File: src/rtl/mem_port_arbiter.sv
`default_nettype none
// =============================================================================
// Module   : mem_port_arbiter
// Purpose  : Round-robin arbiter and byte sequencer for the shared memory port
// Revision : 1.0 - initial release
// =============================================================================
module mem_port_arbiter #(
   parameter int ADDR_W = 16
) (
   input  logic              Clock,
   input  logic              Reset,
   input  logic              F_Req,
   input  logic [ADDR_W-1:0] F_Addr,
   input  logic [1:0]        F_Len,
   output logic              F_Gnt,
   output logic              F_Done,
   input  logic              D_Req,
   input  logic              D_Write,
   input  logic [ADDR_W-1:0] D_Addr,
   input  logic [1:0]        D_Len,
   input  logic [31:0]       D_WData,
   output logic              D_Gnt,
   output logic              D_Done,
   output logic [31:0]       RData,
   output logic [ADDR_W-1:0] Mem_Address,
   output logic              Mem_CS,
   output logic              Mem_WR,
   output logic [7:0]        Mem_WData,
   input  logic [7:0]        Mem_RData,
   output logic              Busy
);

   localparam logic [1:0] S_IDLE    = 2'd0;
   localparam logic [1:0] S_ISSUE   = 2'd1;
   localparam logic [1:0] S_CAPTURE = 2'd2;
   localparam logic [1:0] S_DONE    = 2'd3;

   logic [1:0]        state_q, state_d;
   logic [1:0]        cnt_q, cnt_d;
   logic [1:0]        len_q, len_d;
   logic [ADDR_W-1:0] base_q, base_d;
   logic [31:0]       wdata_q, wdata_d;
   logic              write_q, write_d;
   logic              f_gnt_q, f_gnt_d;
   logic              d_gnt_q, d_gnt_d;
   logic              last_d_q, last_d_d;
   logic [31:0]       rdata_q, rdata_d;

   logic              pick_f;
   logic              cap_en;
   logic [1:0]        cap_lane;

   // On contention F wins only when D held the port last
   assign pick_f = F_Req & (~D_Req | last_d_q);

   always_comb begin
      state_d  = state_q;
      cnt_d    = cnt_q;
      len_d    = len_q;
      base_d   = base_q;
      wdata_d  = wdata_q;
      write_d  = write_q;
      f_gnt_d  = f_gnt_q;
      d_gnt_d  = d_gnt_q;
      last_d_d = last_d_q;
      rdata_d  = rdata_q;
      cap_en   = 1'b0;
      cap_lane = 2'd0;

      case (state_q)
         S_IDLE: begin
            if (F_Req | D_Req) begin
               state_d = S_ISSUE;
               cnt_d   = 2'd0;
               rdata_d = 32'd0;
               if (pick_f) begin
                  base_d  = F_Addr;
                  len_d   = F_Len;
                  write_d = 1'b0;
                  wdata_d = 32'd0;
                  f_gnt_d = 1'b1;
               end else begin
                  base_d  = D_Addr;
                  len_d   = D_Len;
                  write_d = D_Write;
                  wdata_d = D_WData;
                  d_gnt_d = 1'b1;
               end
            end
         end
         S_ISSUE: begin
            // Read data trails its access by one cycle, so lane cnt-1 lands now
            if (!write_q && (cnt_q != 2'd0)) begin
               cap_en   = 1'b1;
               cap_lane = cnt_q - 2'd1;
            end
            if (cnt_q == len_q) begin
               state_d = write_q ? S_DONE : S_CAPTURE;
            end else begin
               cnt_d = cnt_q + 2'd1;
            end
         end
         S_CAPTURE: begin
            cap_en   = 1'b1;
            cap_lane = len_q;
            state_d  = S_DONE;
         end
         S_DONE: begin
            state_d  = S_IDLE;
            last_d_d = d_gnt_q;
            f_gnt_d  = 1'b0;
            d_gnt_d  = 1'b0;
         end
         default: begin
            state_d = S_IDLE;
         end
      endcase

      if (cap_en) begin
         for (int i = 0; i < 4; i++) begin
            if (cap_lane == 2'(i)) begin
               rdata_d[8*i +: 8] = Mem_RData;
            end
         end
      end
   end

   always_ff @(posedge Clock or negedge Reset) begin
      if (!Reset) begin
         state_q  <= S_IDLE;
         cnt_q    <= 2'd0;
         len_q    <= 2'd0;
         base_q   <= '0;
         wdata_q  <= 32'd0;
         write_q  <= 1'b0;
         f_gnt_q  <= 1'b0;
         d_gnt_q  <= 1'b0;
         last_d_q <= 1'b1;
         rdata_q  <= 32'd0;
      end else begin
         state_q  <= state_d;
         cnt_q    <= cnt_d;
         len_q    <= len_d;
         base_q   <= base_d;
         wdata_q  <= wdata_d;
         write_q  <= write_d;
         f_gnt_q  <= f_gnt_d;
         d_gnt_q  <= d_gnt_d;
         last_d_q <= last_d_d;
         rdata_q  <= rdata_d;
      end
   end

   // Port outputs are pure decode of registered state and counter
   assign Mem_CS      = (state_q != S_ISSUE);
   assign Mem_WR      = write_q;
   assign Mem_Address = base_q + {{(ADDR_W-2){1'b0}}, cnt_q};
   assign Mem_WData   = wdata_q[{cnt_q, 3'b000} +: 8];
   assign F_Gnt       = f_gnt_q;
   assign D_Gnt       = d_gnt_q;
   assign F_Done      = (state_q == S_DONE) & f_gnt_q;
   assign D_Done      = (state_q == S_DONE) & d_gnt_q;
   assign RData       = rdata_q;
   assign Busy        = (state_q != S_IDLE);

endmodule
`default_nettype wire

File: config.mk
export PLATFORM = sky130hd
export DESIGN_NAME = mem_port_arbiter
export DESIGN_NICKNAME = d
export VERILOG_FILES = /design/src/rtl/mem_port_arbiter.sv
export SDC_FILE = /design/constraint.sdc
export NUM_CORES = 1
export LEC_CHECK = 0
export CAP_MARGIN = 20
export CORE_MARGIN = 5
export CORE_UTILIZATION = 45
export CTS_BUF_LIST = sky130_fd_sc_hd__clkbuf_4
export DETAILED_ROUTE_END_ITERATION = 16
export PLACE_DENSITY = 0.8
export SETUP_SLACK_MARGIN = 0.2
export SLEW_MARGIN = 25
export SYNTH_ARGS = -nofsm -noshare
export SYNTH_HDL_FRONTEND = slang
export SYNTH_SLANG_ARGS = --single-unit
File: constraint.sdc
create_clock -name Clock -period 2.7 [get_ports Clock]
set_clock_uncertainty 0.05 [all_clocks]
set_input_delay 0.54 -clock Clock [delete_from_list [all_inputs] [get_ports Clock]]
set_output_delay 0.54 -clock Clock [all_outputs]
set_load 0.01 [all_outputs]
After elaboration in Yosys (flattened, before gate mapping)

Index checks and enable logic that the tools add are counted.

Register bits: 90
Bits in latches: 0
Bits in writable memories: 0
Bits in read-only memories: 0
Input port bits: 81
Output and inout port bits: 63
Logic and storage cells: 74
Memories: 0

Add/subtract/negate cells: 3
$mul: 0
Divide/modulo/power cells: 0
Order comparisons: 0
Equal/unequal tests: 13
Shift operators: 1
Multiplexer cells: 28
Bitwise logic cells: 6
Reduce and logical (&&, ||, !) cells: 13

Operators with widths:

| kind                                                                | count |
|---|---|
| 32-bit 2-to-1 mux                                                   | 4 |
| 8-bit 2-to-1 mux                                                    | 4 |
| 32-bit by 6-bit variable part select with 8-bit output              | 1 |
| 16-bit by 2-bit adder with 16-bit output                            | 1 |
| 16-bit 2-to-1 mux                                                   | 1 |
| 2-bit 2-to-1 mux                                                    | 6 |
| 2-bit != test (second input constant)                               | 5 |
| 3-bit AND reduction                                                 | 3 |
| 2-bit == test (second input constant)                               | 4 |
| 2-bit one-hot mux with 2 select lines                               | 2 |
| 2-bit one-hot mux with 4 select lines                               | 1 |
| 2-bit nonzero test                                                  | 4 |
| 1-bit 2-to-1 mux                                                    | 7 |
| 1-bit one-hot mux with 2 select lines                               | 3 |
| 2-bit by 1-bit == test with 1-bit output (second input constant)    | 2 |
| 2-bit logical NOT                                                   | 2 |
| 2-bit AND reduction                                                 | 2 |
| 1-bit AND                                                           | 3 |
| 2-bit by 1-bit adder with 2-bit output (second input constant)      | 1 |
| 2-bit == test                                                       | 1 |
| 2-bit by 1-bit != test with 1-bit output (second input constant)    | 1 |
| 1-bit bitwise OR                                                    | 2 |
| 2-bit by 1-bit subtractor with 2-bit output (second input constant) | 1 |
| 1-bit logical AND                                                   | 1 |
| other kinds (2)                                                     | 2 |

Longest topological paths before layout

Gate-level depths: netlist (run 1).

Word-level depth: 7
Gate-level depth with buffers: 8
Gate-level depth less buffers: 6

Worst setup path after synthesis (run 1)

No wires, ideal clock.

Path type: register -> output
Start point: reg cnt_q[1]
End point: out Mem_Address[12]
Arrival time: 1995 ps
Required time: 2110 ps
Path slack: 115 ps
Stages on the path, launching flop included: 7
Buffers on the path: 2
Cells stage by stage: dfrtp_1 > clkbuf_1 > inv_1 > fa_1 > clkbuf_1 > nor4_1 > xor2_1

Cells in the longest elaborated chain, start to end: 1

RTL lines:

| what                                     | line | RTL |
|---|---|---|
| start, declared                          | 39   | `logic [1:0] cnt_q, cnt_d;` |
| start signal, assigned                   | 142  | `cnt_q <= cnt_d;` |
| 16-bit by 2-bit adder with 16-bit output | 157  | `assign Mem_Address = base_q + {{(ADDR_W-2){1'b0}}, cnt_q};` |
| end, declared                            | 25   | `output logic [ADDR_W-1:0] Mem_Address,` |

No other way between the ends.

Worst setup path after layout (run 1)

Start point: reg cnt_q[0]
End point: out Mem_WData[1]

Cells in the longest elaborated chain, start to end: 1

RTL lines:

| what                                                   | line | RTL |
|---|---|---|
| 32-bit by 6-bit variable part select with 8-bit output | 158  | `assign Mem_WData = wdata_q[{cnt_q, 3'b000} +: 8];` |
| end, declared                                          | 28   | `output logic [7:0] Mem_WData,` |

No other way between the ends.

==> out/results.txt, run 1 <==
Number of diodes = 0
Max IR drop VDD = 0.5088 mV
TritonCTS buffer count = 9
Switching Fraction = 0.3865
Top-count cell post-synth = dfrtp_1
Fmax = 0.3792 GHz
Cell Pwr Density = 1051 mW/mm²
Final hold violation count = 0
Sequential share of the synthesized area = 0.5322
Clock Latency Late Sink = 0.42 ns
Synth Area in Simple Gates = 0.08717
Maximum fanout along the worst path = 13
Comb pwr share = 0.532
Netlist cell types = 41
Mux contribution to synthesized area = 0.1017
Die area = 0.01145 mm²
Met2 routed WL = 6100 µm
RePlAce Congestion = 0.8605
Setup ws final = 0.06259 ns
Post-Place Worst Slack = -0.03309 ns
Net Count, Synth = 456
Worst path slowest cell = mux4_2
DR vias/cell = 5.487
Post-DP Area = 0.005878 mm²
1st-iter DRT viols = 260
Buffers & Inverters on Critical Path = 2
I/O Pins = 144
Unrepaired setup endpoints after global routing = true
Synth cell count leaders = dfrtp_1 (89), nand2_1 (55), inv_1 (38)
DRC Markers = 0
Fin crit period = 2.637 ns
Share of the synthesized area in the top cell type = 0.5260
Max-cap violation count = 0
GR Overflow Total = 0
CP Data Arrival Time = 2.05 ns
Req. time, crit path = 2.11 ns
Largest family of logic cells by synthesized area = compound AO/OA/AOI/OAI gates
Seq cells post-synth = 90
Port buffer count = 143
Post-layout net count = 624
Final setup vio count = 0
Critical Path Start Type = flip-flop
H-Tree Depth = 3
Clk sink count = 90
Setup CP Type = reg -> out
DR top layer = met4
DP HPWL = 8506 µm
Die Ht = 107 µm
Area Growth Syn to Fin = 48.35%
Avg WL per Cell = 18.66 µm
Max Transition Viols Final = 0
Initial antenna violation count = 0
Pint = 4.052 mW
CP max stage delay = 0.52 ns
Synthesized cell area = 0.004234 mm²
Status = completed
DR WL met3 = 811 µm
Synthesis Warnings = 0
Cell taking the most area after synthesis = dfrtp_1
CTS tree = built
Via Count = 3572
Largest delay share family, worst path = buffers and inverters
Power share of the clock group = 0.116
Relative slew slack = 0.5337
Leakage power = 2.830 nW
Synth Area in Compound Gates = 0.1670
Net switching power = 2.552 mW
Length of the first detailed-routing pass in iterations = 7
Met1 wire length = 5038 µm
Post-route cell area = 0.006281 mm²
Largest net degree at the start of global routing = 51
Post-Synth XOR/XNOR Area = 0.03310
Tcrit/Tclk final = 0.9768
Core Box Area = 0.009196 mm²
Area contributors post-synth = dfrtp_1 (53%), a22o_1 (6.8%), mux2i_1 (5.9%)
Post-synth EDFFs = 0
Critical path cell sequence = buf_8 -> mux4_2 -> clkdlybuf4s50_1
Syn_area_per_cell = 11.54 µm²
Global-route usage over all layers = 0.2107
Worst Hold Class = reg -> reg
Antenna viol nets, final = 0
Post-synthesis adder-cell area fraction = 0.02541
Post-synth ARST share = 1.000
Row cnt = 35
Fraction of layout cells with a size suffix above 1 = 0.1981
Initial Utilization = 0.4604
Max Buffers Root-to-Sink = 2
CTS root buf = clkbuf_4
Register clock-pin slew on the reported worst setup and hold paths = 0.14 ns
Synth Flop Type = dfrtp_1
Post-Synthesis Cells = 367
First-pass GRT wire length = 19250 µm
Vias in the first global route = 3827
Slew @ Worst Pin = 0.6979 ns
Die width = 107 µm
Seq pwr share = 0.352
Crit end category = output pin
Routed wire length = 12150 µm
==> flip-flops by register name, summed over array words and instances (netlist names) <==
register and count:
D_Gnt 1, F_Gnt 1, Mem_WR 1, RData 32, base_q 16, cnt_q 2
last_d_q 1, len_q 2, state_q 2, wdata_q 32
==> repair_timing <==
| action | in CTS | in global routing |
|---|---|---|
| setup endpoints to repair | 25 | 25 |
| endpoints found under the hold margin | 0 | 10 |
| setup buffers | 14 | 4 |
| hold buffers | 0 | 1 |
| gates resized for setup | 82 | 20 |
| pin swaps | 20 | 15 |
==> final cells by class <==
type	count	area, µm²
clock buffer	9	67.56
clock inverter	7	76.32
fill	679	2915
inverter	38	142.6
multi-input combinational	219	1942
sequential	90	2255
tap	111	138.9
timing repair buffer	177	1659
==> power groups by stage <==
stage	clock [mW]	sequential [mW]	combinational, mW
2_1_floorplan	0	2.34	1.78
3_3_place_gp	0	2.32	3.22
3_5_place_dp	0	2.35	3.30
4_1_cts	0.792	2.29	3.41
5_1_grt	0.863	2.38	3.78
6_report	0.768	2.33	3.51
==> worst register-to-register path, delay by kind of cell (launching register included) <==
family                     cells  cell delay [ns]
adders and majority gates      1             0.33
and+or+nand+nor                2             0.68
DFF                            1             0.41
buffers and inverters          3             0.52
AOI/OAI and AO/OA              2             0.35
==> worst paths after layout <==
kind | slack (ns) | cells after the start | to | start
worst max-delay path | 0.06 | 3 | Mem_WData[1] | cnt_q[0]$_DFFE_PN0P_
worst min-delay path | 0.47 | 1 | wdata_q[18]$_DFFE_PN0P_ | wdata_q[18]$_DFFE_PN0P_
worst max register to register | 0.31 | 8 | RData[31]$_DFF_PN0_ | cnt_q[0]$_DFFE_PN0P_
worst min register to register | 0.47 | 1 | wdata_q[18]$_DFFE_PN0P_ | wdata_q[18]$_DFFE_PN0P_
max in group asynchronous | 1.28 | 3 | last_d_q$_DFFE_PN1N_ | Reset
min in group asynchronous | 0.59 | 2 | RData[21]$_DFF_PN0_ | Reset
==> layout by cell type, fill, tap and decap left out, types with 9 or more instances in the layout <==
master           instances
buf_2                   14
nand2_1                 52
clkdlybuf4s50_1        124
a22o_1                  33
mux2i_1                 25
buf_4                   27
inv_1                   37
clkbuf_4                 9
dfrtp_1                 88
a222oi_1                18
==> per-layer routing <==
layer,global-route usage,vias up
met5,0,-
li1,-,1659
met3,0.05599,16
met4,0.07032,0
met1,0.2634,1760
met2,0.3548,137
==> cell families (layout without fill, tap and decap cells) <==
group / Yosys count / in the layout
AND/OR/NAND/NOR: 80 / 80
buffers and inverters: 58 / 231
adder cells (fa/ha/maj): 8 / 8
flip-flops: 90 / 90
multiplexers: 33 / 33
AO/OA/AOI/OAI: 82 / 82
XOR/XNOR: 16 / 16
==> metrics by stage <==
step	utilization	std cells	hold slack, ns	power, mW	TNS (ns)
floorplan	-	367	0.1944	4.117	0
global placement	0.6392	616	0.4246	5.536	0
detailed placement	0.6392	616	0.4402	5.657	-0.03309
CTS	0.6698	646	0.000009104	6.494	0
global route	0.6830	651	0.4881	7.031	-0.4023
finish	0.6830	651	0.4708	6.604	0
Note: power is estimated with default switching activity, not from simulation.
==> inputs of run 2 (changes only) <==
==> constraint.sdc (replaced) <==
create_clock -name Clock -period 2.6 [get_ports Clock]
set_clock_uncertainty 0.05 [all_clocks]
set_input_delay 0.52 -clock Clock [delete_from_list [all_inputs] [get_ports Clock]]
set_output_delay 0.52 -clock Clock [all_outputs]
set_load 0.01 [all_outputs]
==> run 2 against run 1 <==
Combinational power grew 6.8%. Largest power group unchanged. The flow now finishes with violations (negative setup slack). Global-route usage grew 0.97 points. Clock power shrank 11%.
==> out/results.txt, run 2 (synthesis gave the netlist of run 1 again) <==
Status = complete, but fails checks (was completed)
Failing checks = negative setup slack
CTS tree = built (unchanged)
Unrepaired setup endpoints after global routing = true (unchanged)
Worst path slowest cell = dfrtp_1 (was mux4_2)
Met2 capacity usage during global routing = 0.3660 (was 0.3548)
Antenna viol nets, final = 0 (unchanged)
Relative slew slack = 0.6328 (was 0.5337)
Max Buffers Root-to-Sink = 2 (unchanged)
Pint = 4.184 mW (was 4.052 mW)
Commonest non-fill, non-tap cells in the layout = clkdlybuf4s50_1 (115), dfrtp_1 (89), nand2_1 (50) (was clkdlybuf4s50_1 (124), dfrtp_1 (88), nand2_1 (52))
Critical Path Start Type = flip-flop (unchanged)
Die Ht = 107 µm (unchanged)
Setup ws final = -0.04899 ns (was 0.06259 ns)
DRC Markers = 0 (unchanged)
Die area = 0.01145 mm² (unchanged)
Port buffer count = 143 (unchanged)
1st-iter DRT viols = 244 (was 260)
Max-cap violation count = 0 (unchanged)
Final hold violation count = 0 (unchanged)
I/O Pins = 144 (unchanged)
Leakage power = 2.901 nW (was 2.830 nW)
CTS root buf = clkbuf_4 (unchanged)
Seq pwr share = 0.352 (about the same)
Max Transition Viols Final = 0 (unchanged)
GR Overflow Total = 0 (unchanged)
Max IR drop VDD = 0.5096 mV (was 0.5088 mV)
Worst Hold Class = reg -> reg (unchanged)
TritonCTS buffer count = 9 (unchanged)
Vias in the first global route = 3908 (was 3827)
Initial Utilization = 0.4604 (unchanged)
GRT busiest layer = met2 (unchanged)
First-pass GRT wire length = 20070 µm (was 19250 µm)
Avg WL per Cell = 18.58 µm (was 18.66 µm)
Post-layout net count = 633 (was 624)
Fin cells = 660 (was 651)
Fraction of layout cells with a size suffix above 1 = 0.2240 (was 0.1981)
Clock Latency Late Sink = 0.43 ns (was 0.42 ns)
Length of the first detailed-routing pass in iterations = 5 (was 7)
Global-route usage over all layers = 0.2204 (was 0.2107)
CP Data Arrival Time = 2.08 ns (was 2.05 ns)
Core Box Area = 0.009196 mm² (unchanged)
Number of diodes = 0 (unchanged)
Slew @ Worst Pin = 0.5508 ns (was 0.6979 ns)
GRT met1 Usage = 0.2834 (was 0.2634)
Register clock-pin slew on the reported worst setup and hold paths = 0.13 ns (was 0.14 ns)
Met3 usage = 0.03913 (was 0.05599)
Net switching power = 2.663 mW (was 2.552 mW)
Row cnt = 35 (unchanged)
Fmax = 0.3775 GHz
Routed wire length = 12270 µm (was 12150 µm)
Fin crit period = 2.649 ns
Crit end category = output pin (unchanged)
# fillers = 699 (was 679)
DR vias/cell = 5.465 (was 5.487)
Req. time, crit path = 2.03 ns (was 2.11 ns)
WHS = 0.4690 ns (was 0.4708 ns)
Critical path cell sequence = ha_2 -> inv_2 -> fa_2 -> buf_6 -> nand3b_1 -> xnor2_1 -> buf_2 (was buf_8 -> mux4_2 -> clkdlybuf4s50_1)
Placed cell count = 622 (was 616)
RePlAce Congestion = 0.8575 (was 0.8605)
Largest net degree at the start of global routing = 69 (was 51)
Setup CP Type = reg -> out (unchanged)
Util after Layout = 0.6893 (was 0.6830)
Tcrit/Tclk final = 1.019
Area Growth Syn to Fin = 49.70% (was 48.35%)
H-Tree Depth = 3 (unchanged)
Cell Pwr Density = 1080 mW/mm² (was 1051 mW/mm²)
Comb pwr share = 0.548 (was 0.532)
Switching Fraction = 0.3889 (was 0.3865)
Die width = 107 µm (unchanged)
Via Count = 3607 (was 3572)
Final setup vio count = 1 (was 0)
Initial antenna violation count = 0 (unchanged)
Clk sink count = 90 (unchanged)
Power share of the clock group = 0.100 (was 0.116)
Maximum fanout along the worst path = 5 (was 13)
DP HPWL = 8542 µm (was 8506 µm)
CP max stage delay = 0.39 ns (was 0.52 ns)
Most common cell after layout, fill and taps aside = clkdlybuf4s50_1 (unchanged)
-- run 2: worst max-delay path: cells and delay by family, from the launching register on --
family	cells	cell delay (ns)
buffers and inverters	3	0.36
adder cells (fa/ha/maj)	2	0.57
XOR/XNOR	1	0.18
AND/OR/NAND/NOR	1	0.17
flip-flops	1	0.39
-- run 2: final cells by class --
type / count / area [µm²] / share of cell area
Tap cell: 111 / 138.9 / 0.02191
Multi-Input combinational cell: 219 / 1926 / 0.3038
Sequential cell: 90 / 2253 / 0.3555
Timing Repair Buffer: 186 / 1764 / 0.2783
Inverter: 38 / 145.1 / 0.02290
Clock inverter: 7 / 43.79 / 0.006909
Clock buffer: 9 / 67.56 / 0.01066
-- run 2: what timing repair did --
action,CTS,global route
buffers inserted,12,8
hold endpoints to repair,21,0
gates resized for setup,130,23
gates cloned,1,0
hold buffers,1,0
pin swaps,19,11
endpoints found under the setup margin,32,43
-- run 2: path summary, 6_finish.rpt --
kind                                               from                       to  slack (ns)  cells after the start
worst max register to register     cnt_q[0]$_DFFE_PN0P_      RData[26]$_DFF_PN0_        0.20                     10
worst min-delay path            wdata_q[23]$_DFFE_PN0P_  wdata_q[23]$_DFFE_PN0P_        0.47                      1
max in group asynchronous                         Reset  wdata_q[24]$_DFFE_PN0P_        1.13                      3
worst max-delay path              base_q[0]$_DFFE_PN0P_          Mem_Address[14]       -0.05                      7
min in group asynchronous                         Reset       RData[9]$_DFF_PN0_        0.56                      2
worst min register to register  wdata_q[23]$_DFFE_PN0P_  wdata_q[23]$_DFFE_PN0P_        0.47                      1
-- run 2: stage by stage --
| step | power [mW] | cell area, µm² | TNS (ns) | setup WS [ns] |
|---|---|---|---|---|
| 2_1_floorplan | 4.280 | 4238 | 0 | 0.1910 |
| 3_5_place_dp | 5.907 | 5911 | -0.09021 | -0.06984 |
| 6_report | 6.846 | 6339 | -0.04899 | -0.04899 |
| 3_3_place_gp | 5.768 | 5911 | -0.02702 | -0.02702 |
| 5_1_grt | 7.306 | 6339 | -0.4295 | -0.1195 |
| 4_1_cts | 6.675 | 6177 | -0.09303 | -0.04586 |
-- run 2: routing by layer --
metal  routed length (µm)  share of wire
met5                    0              0
met4                  275          0.022
met3                  636          0.052
met2                 6222           0.51
met1                 5131           0.42
-- run 2: power by group through the flow --
stage	registers (mW)	clock network, mW	logic, mW
floorplan	2.43	0	1.85
global placement	2.40	0	3.37
detailed placement	2.44	0	3.47
CTS	2.40	0.703	3.57
global route	2.49	0.768	4.05
finish	2.41	0.682	3.75
==> inputs of run 3 (changes only) <==
--- a/config.mk
+++ b/config.mk
@@ -7,12 +7,11 @@
 export LEC_CHECK = 0
 export CAP_MARGIN = 20
 export CORE_MARGIN = 5
-export CORE_UTILIZATION = 45
+export CORE_UTILIZATION = 43
 export CTS_BUF_LIST = sky130_fd_sc_hd__clkbuf_4
 export DETAILED_ROUTE_END_ITERATION = 16
 export PLACE_DENSITY = 0.8
 export SETUP_SLACK_MARGIN = 0.2
-export SLEW_MARGIN = 25
 export SYNTH_ARGS = -nofsm -noshare
 export SYNTH_HDL_FRONTEND = slang
 export SYNTH_SLANG_ARGS = --single-unit
==> constraint.sdc (replaced) <==
create_clock -name Clock -period 2.4 [get_ports Clock]
set_clock_uncertainty 0.05 [all_clocks]
set_input_delay 0.48 -clock Clock [delete_from_list [all_inputs] [get_ports Clock]]
set_output_delay 0.48 -clock Clock [all_outputs]
set_load 0.01 [all_outputs]
==> run 3 against run 2 <==
The run still ends with negative setup slack left. Routed wire length grew 4.5%. Largest cell class unchanged. Combinational power grew 13%. Cell count grew 4.1%. Critical endpoint is now Mem_Address[12]. Largest power group unchanged. Power grew 14%. Via count grew 2.1%. First-iteration DRC count grew 16%. Worst hold slack lost 0.041 ns. Clock power grew 41%. Setup slack lost 0.22 ns. Global-route usage shrank 0.42 points. Die area grew 4.2%.
==> out/results.txt, run 3 (synthesis gave the netlist of run 1 again) <==
Post-layout net count = 638 (was 633)
Status = complete, but fails checks (unchanged)
Largest net degree at the start of global routing = 54 (was 69)
TritonCTS buffer count = 9 (unchanged)
Vias in the first global route = 3922 (was 3908)
Failing checks = negative setup slack (unchanged)
Buffers & Inverters on Critical Path = 3 (unchanged)
DRC Markers = 0 (unchanged)
Fraction of layout cells with a size suffix above 1 = 0.2455 (was 0.2240)
Final hold violation count = 0 (unchanged)
Cell Pwr Density = 1202 mW/mm² (was 1080 mW/mm²)
Worst Hold Class = in -> async (was reg -> reg)
Final Total Pwr = 7.828 mW (was 6.846 mW)
CTS root buf = clkbuf_4 (unchanged)
Critical Path Start Type = flip-flop (unchanged)
Commonest non-fill, non-tap cells in the layout = clkdlybuf4s50_1 (114), dfrtp_1 (87), nand2_1 (52) (was clkdlybuf4s50_1 (115), dfrtp_1 (89), nand2_1 (50))
Avg WL per Cell = 18.66 µm (was 18.58 µm)
Antenna viol nets, final = 0 (unchanged)
Slew @ Worst Pin = 0.5423 ns (was 0.5508 ns)
Initial antenna violation count = 0 (unchanged)
Relative slew slack = 0.6377 (was 0.6328)
Routed wire length = 12820 µm (was 12270 µm)
Setup CP Type = reg -> out (unchanged)
# fillers = 725 (was 699)
Global-route usage over all layers = 0.2162 (was 0.2204)
Register clock-pin slew on the reported worst setup and hold paths = 0.16 ns (was 0.13 ns)
Critical path cell sequence = ha_4 -> inv_2 -> fa_2 -> buf_6 -> nor4_4 -> xor2_1 -> buf_2 (was ha_2 -> inv_2 -> fa_2 -> buf_6 -> nand3b_1 -> xnor2_1 -> buf_2)
Clock Latency Late Sink = 0.44 ns (was 0.43 ns)
I/O Pins = 144 (unchanged)
Row cnt = 36 (was 35)
Initial Utilization = 0.4372 (was 0.4604)
Die area = 0.01193 mm² (was 0.01145 mm²)
Crit end category = output pin (unchanged)
Leakage power = 2.932 nW (was 2.901 nW)
Die width = 109.2 µm (was 107 µm)
Via Count = 3683 (was 3607)
Req. time, crit path = 1.87 ns (was 2.03 ns)
RePlAce Congestion = 0.8126 (was 0.8575)
CTS tree = built (unchanged)
Maximum fanout along the worst path = 6 (was 5)
Unrepaired setup endpoints after global routing = true (unchanged)
Tcrit/Tclk final = 1.111
Clk sink count = 90 (unchanged)
Area Growth Syn to Fin = 53.87% (was 49.70%)
Crit. Startpoint = base_q[0]$_DFFE_PN0P_ (unchanged)
Max IR drop VDD = 0.5129 mV (was 0.5096 mV)
CP Data Arrival Time = 2.14 ns (was 2.08 ns)
DP HPWL = 8880 µm (was 8542 µm)
Fmax = 0.3752 GHz
Max-cap violation count = 0 (unchanged)
Die Ht = 109.2 µm (was 107 µm)
Port buffer count = 143 (unchanged)
FF-to-FF path depth = 10 (unchanged)
1st-iter DRT viols = 284 (was 244)
Post-route cell area = 0.006515 mm² (was 0.006339 mm²)
Setup ws final = -0.2655 ns (was -0.04899 ns)
DR vias/cell = 5.361 (was 5.465)
Max Buffers Root-to-Sink = 2 (unchanged)
Largest delay share family, worst path = adder cells (unchanged)
RR Endpoint = RData[30]$_DFF_PN0_ (was RData[26]$_DFF_PN0_)
Final setup vio count = 18 (was 1)
CP max stage delay = 0.43 ns (was 0.39 ns)
Worst path slowest cell = dfrtp_1 (unchanged)
Reg-to-reg startpoint = cnt_q[0]$_DFFE_PN0P_ (unchanged)
Max Transition Viols Final = 0 (unchanged)
Fin crit period = 2.666 ns
Number of diodes = 0 (unchanged)
Most common cell after layout, fill and taps aside = clkdlybuf4s50_1 (unchanged)
First-pass GRT wire length = 20060 µm (was 20070 µm)
GR Overflow Total = 0 (unchanged)
Post-DP Area = 0.006012 mm² (was 0.005911 mm²)
Core Box Area = 0.009684 mm² (was 0.009196 mm²)
Setup slack, reg-to-reg = -0.02 ns (was 0.20 ns)
H-Tree Depth = 3 (unchanged)
Length of the first detailed-routing pass in iterations = 8 (was 5)
-- run 3: what timing repair did --
action                                 CTS  global route
gates resized for setup                143            16
setup buffers                           19             5
pin swaps                               17             5
setup endpoints to repair               53            59
gates cloned                             0             0
endpoints found under the hold margin   27             0
hold buffers                             1             0
-- run 3: per-layer routing --
| metal | vias up | share of wire | global-route usage |
|---|---|---|---|
| met5 | - | 0 | 0 |
| met4 | 0 | 0.016 | 0.06055 |
| met3 | 17 | 0.10 | 0.06986 |
| met2 | 153 | 0.49 | 0.3596 |
| met1 | 1830 | 0.40 | 0.2714 |
| li1 | 1683 | - | - |
-- run 3: power by group --
| group | leakage, nW | switching, mW | internal, mW | total [mW] |
|---|---|---|---|---|
| Combinational | 1.68 | 1.97 | 2.27 | 4.23 |
| Clock | 0.0850 | 0.535 | 0.430 | 0.965 |
| Sequential | 1.17 | 0.466 | 2.16 | 2.63 |
| Total | 2.93 | 2.97 | 4.86 | 7.83 |
-- run 3: worst reg2reg max path, cell delays in order, from the launching register on --
cell,delay [ns]
dfrtp_1,0.44
buf_4,0.16
buf_12,0.14
buf_8,0.13
inv_4,0.05
ha_4,0.19
or4b_4,0.57
a221oi_4,0.33
buf_12,0.18
nand2_1,0.06
o21ai_1,0.08
-- run 3: how the worst max path moves through the flow --
stage,endpoint,slack (ns),cells after the start
after global placement,Mem_Address[10],-0.16,6
after CTS,Mem_Address[10],-0.26,7
after floorplan,RData[29]$_DFF_PN0_,0.18,7
final,Mem_Address[12],-0.27,7
after detailed placement,Mem_Address[10],-0.28,6
after global routing,Mem_Address[12],-0.36,7
-- run 3: area by class of cell --
type | count | area (µm²) | share of cell area
clock inverters | 7 | 97.59 | 0.01498
clock buffers | 9 | 67.56 | 0.01037
flip-flops and latches | 90 | 2256 | 0.3463
repair buffers | 191 | 1824 | 0.2800
inverters | 38 | 147.6 | 0.02266
well taps | 133 | 166.4 | 0.02554
multi-input cells | 219 | 1956 | 0.3002
-- run 3: metrics by stage --
stage | worst slack, ns | std cells | hold WS [ns] | utilization | TNS, ns
floorplan | 0.1819 | 367 | 0.1344 | - | 0
global placement | -0.1604 | 646 | 0.3727 | 0.6208 | -0.6140
detailed placement | -0.2792 | 646 | 0.3881 | 0.6208 | -1.301
CTS | -0.2574 | 682 | 0.4156 | 0.6640 | -1.690
global route | -0.3624 | 687 | 0.4495 | 0.6727 | -3.915
finish | -0.2655 | 687 | 0.4280 | 0.6727 | -1.322
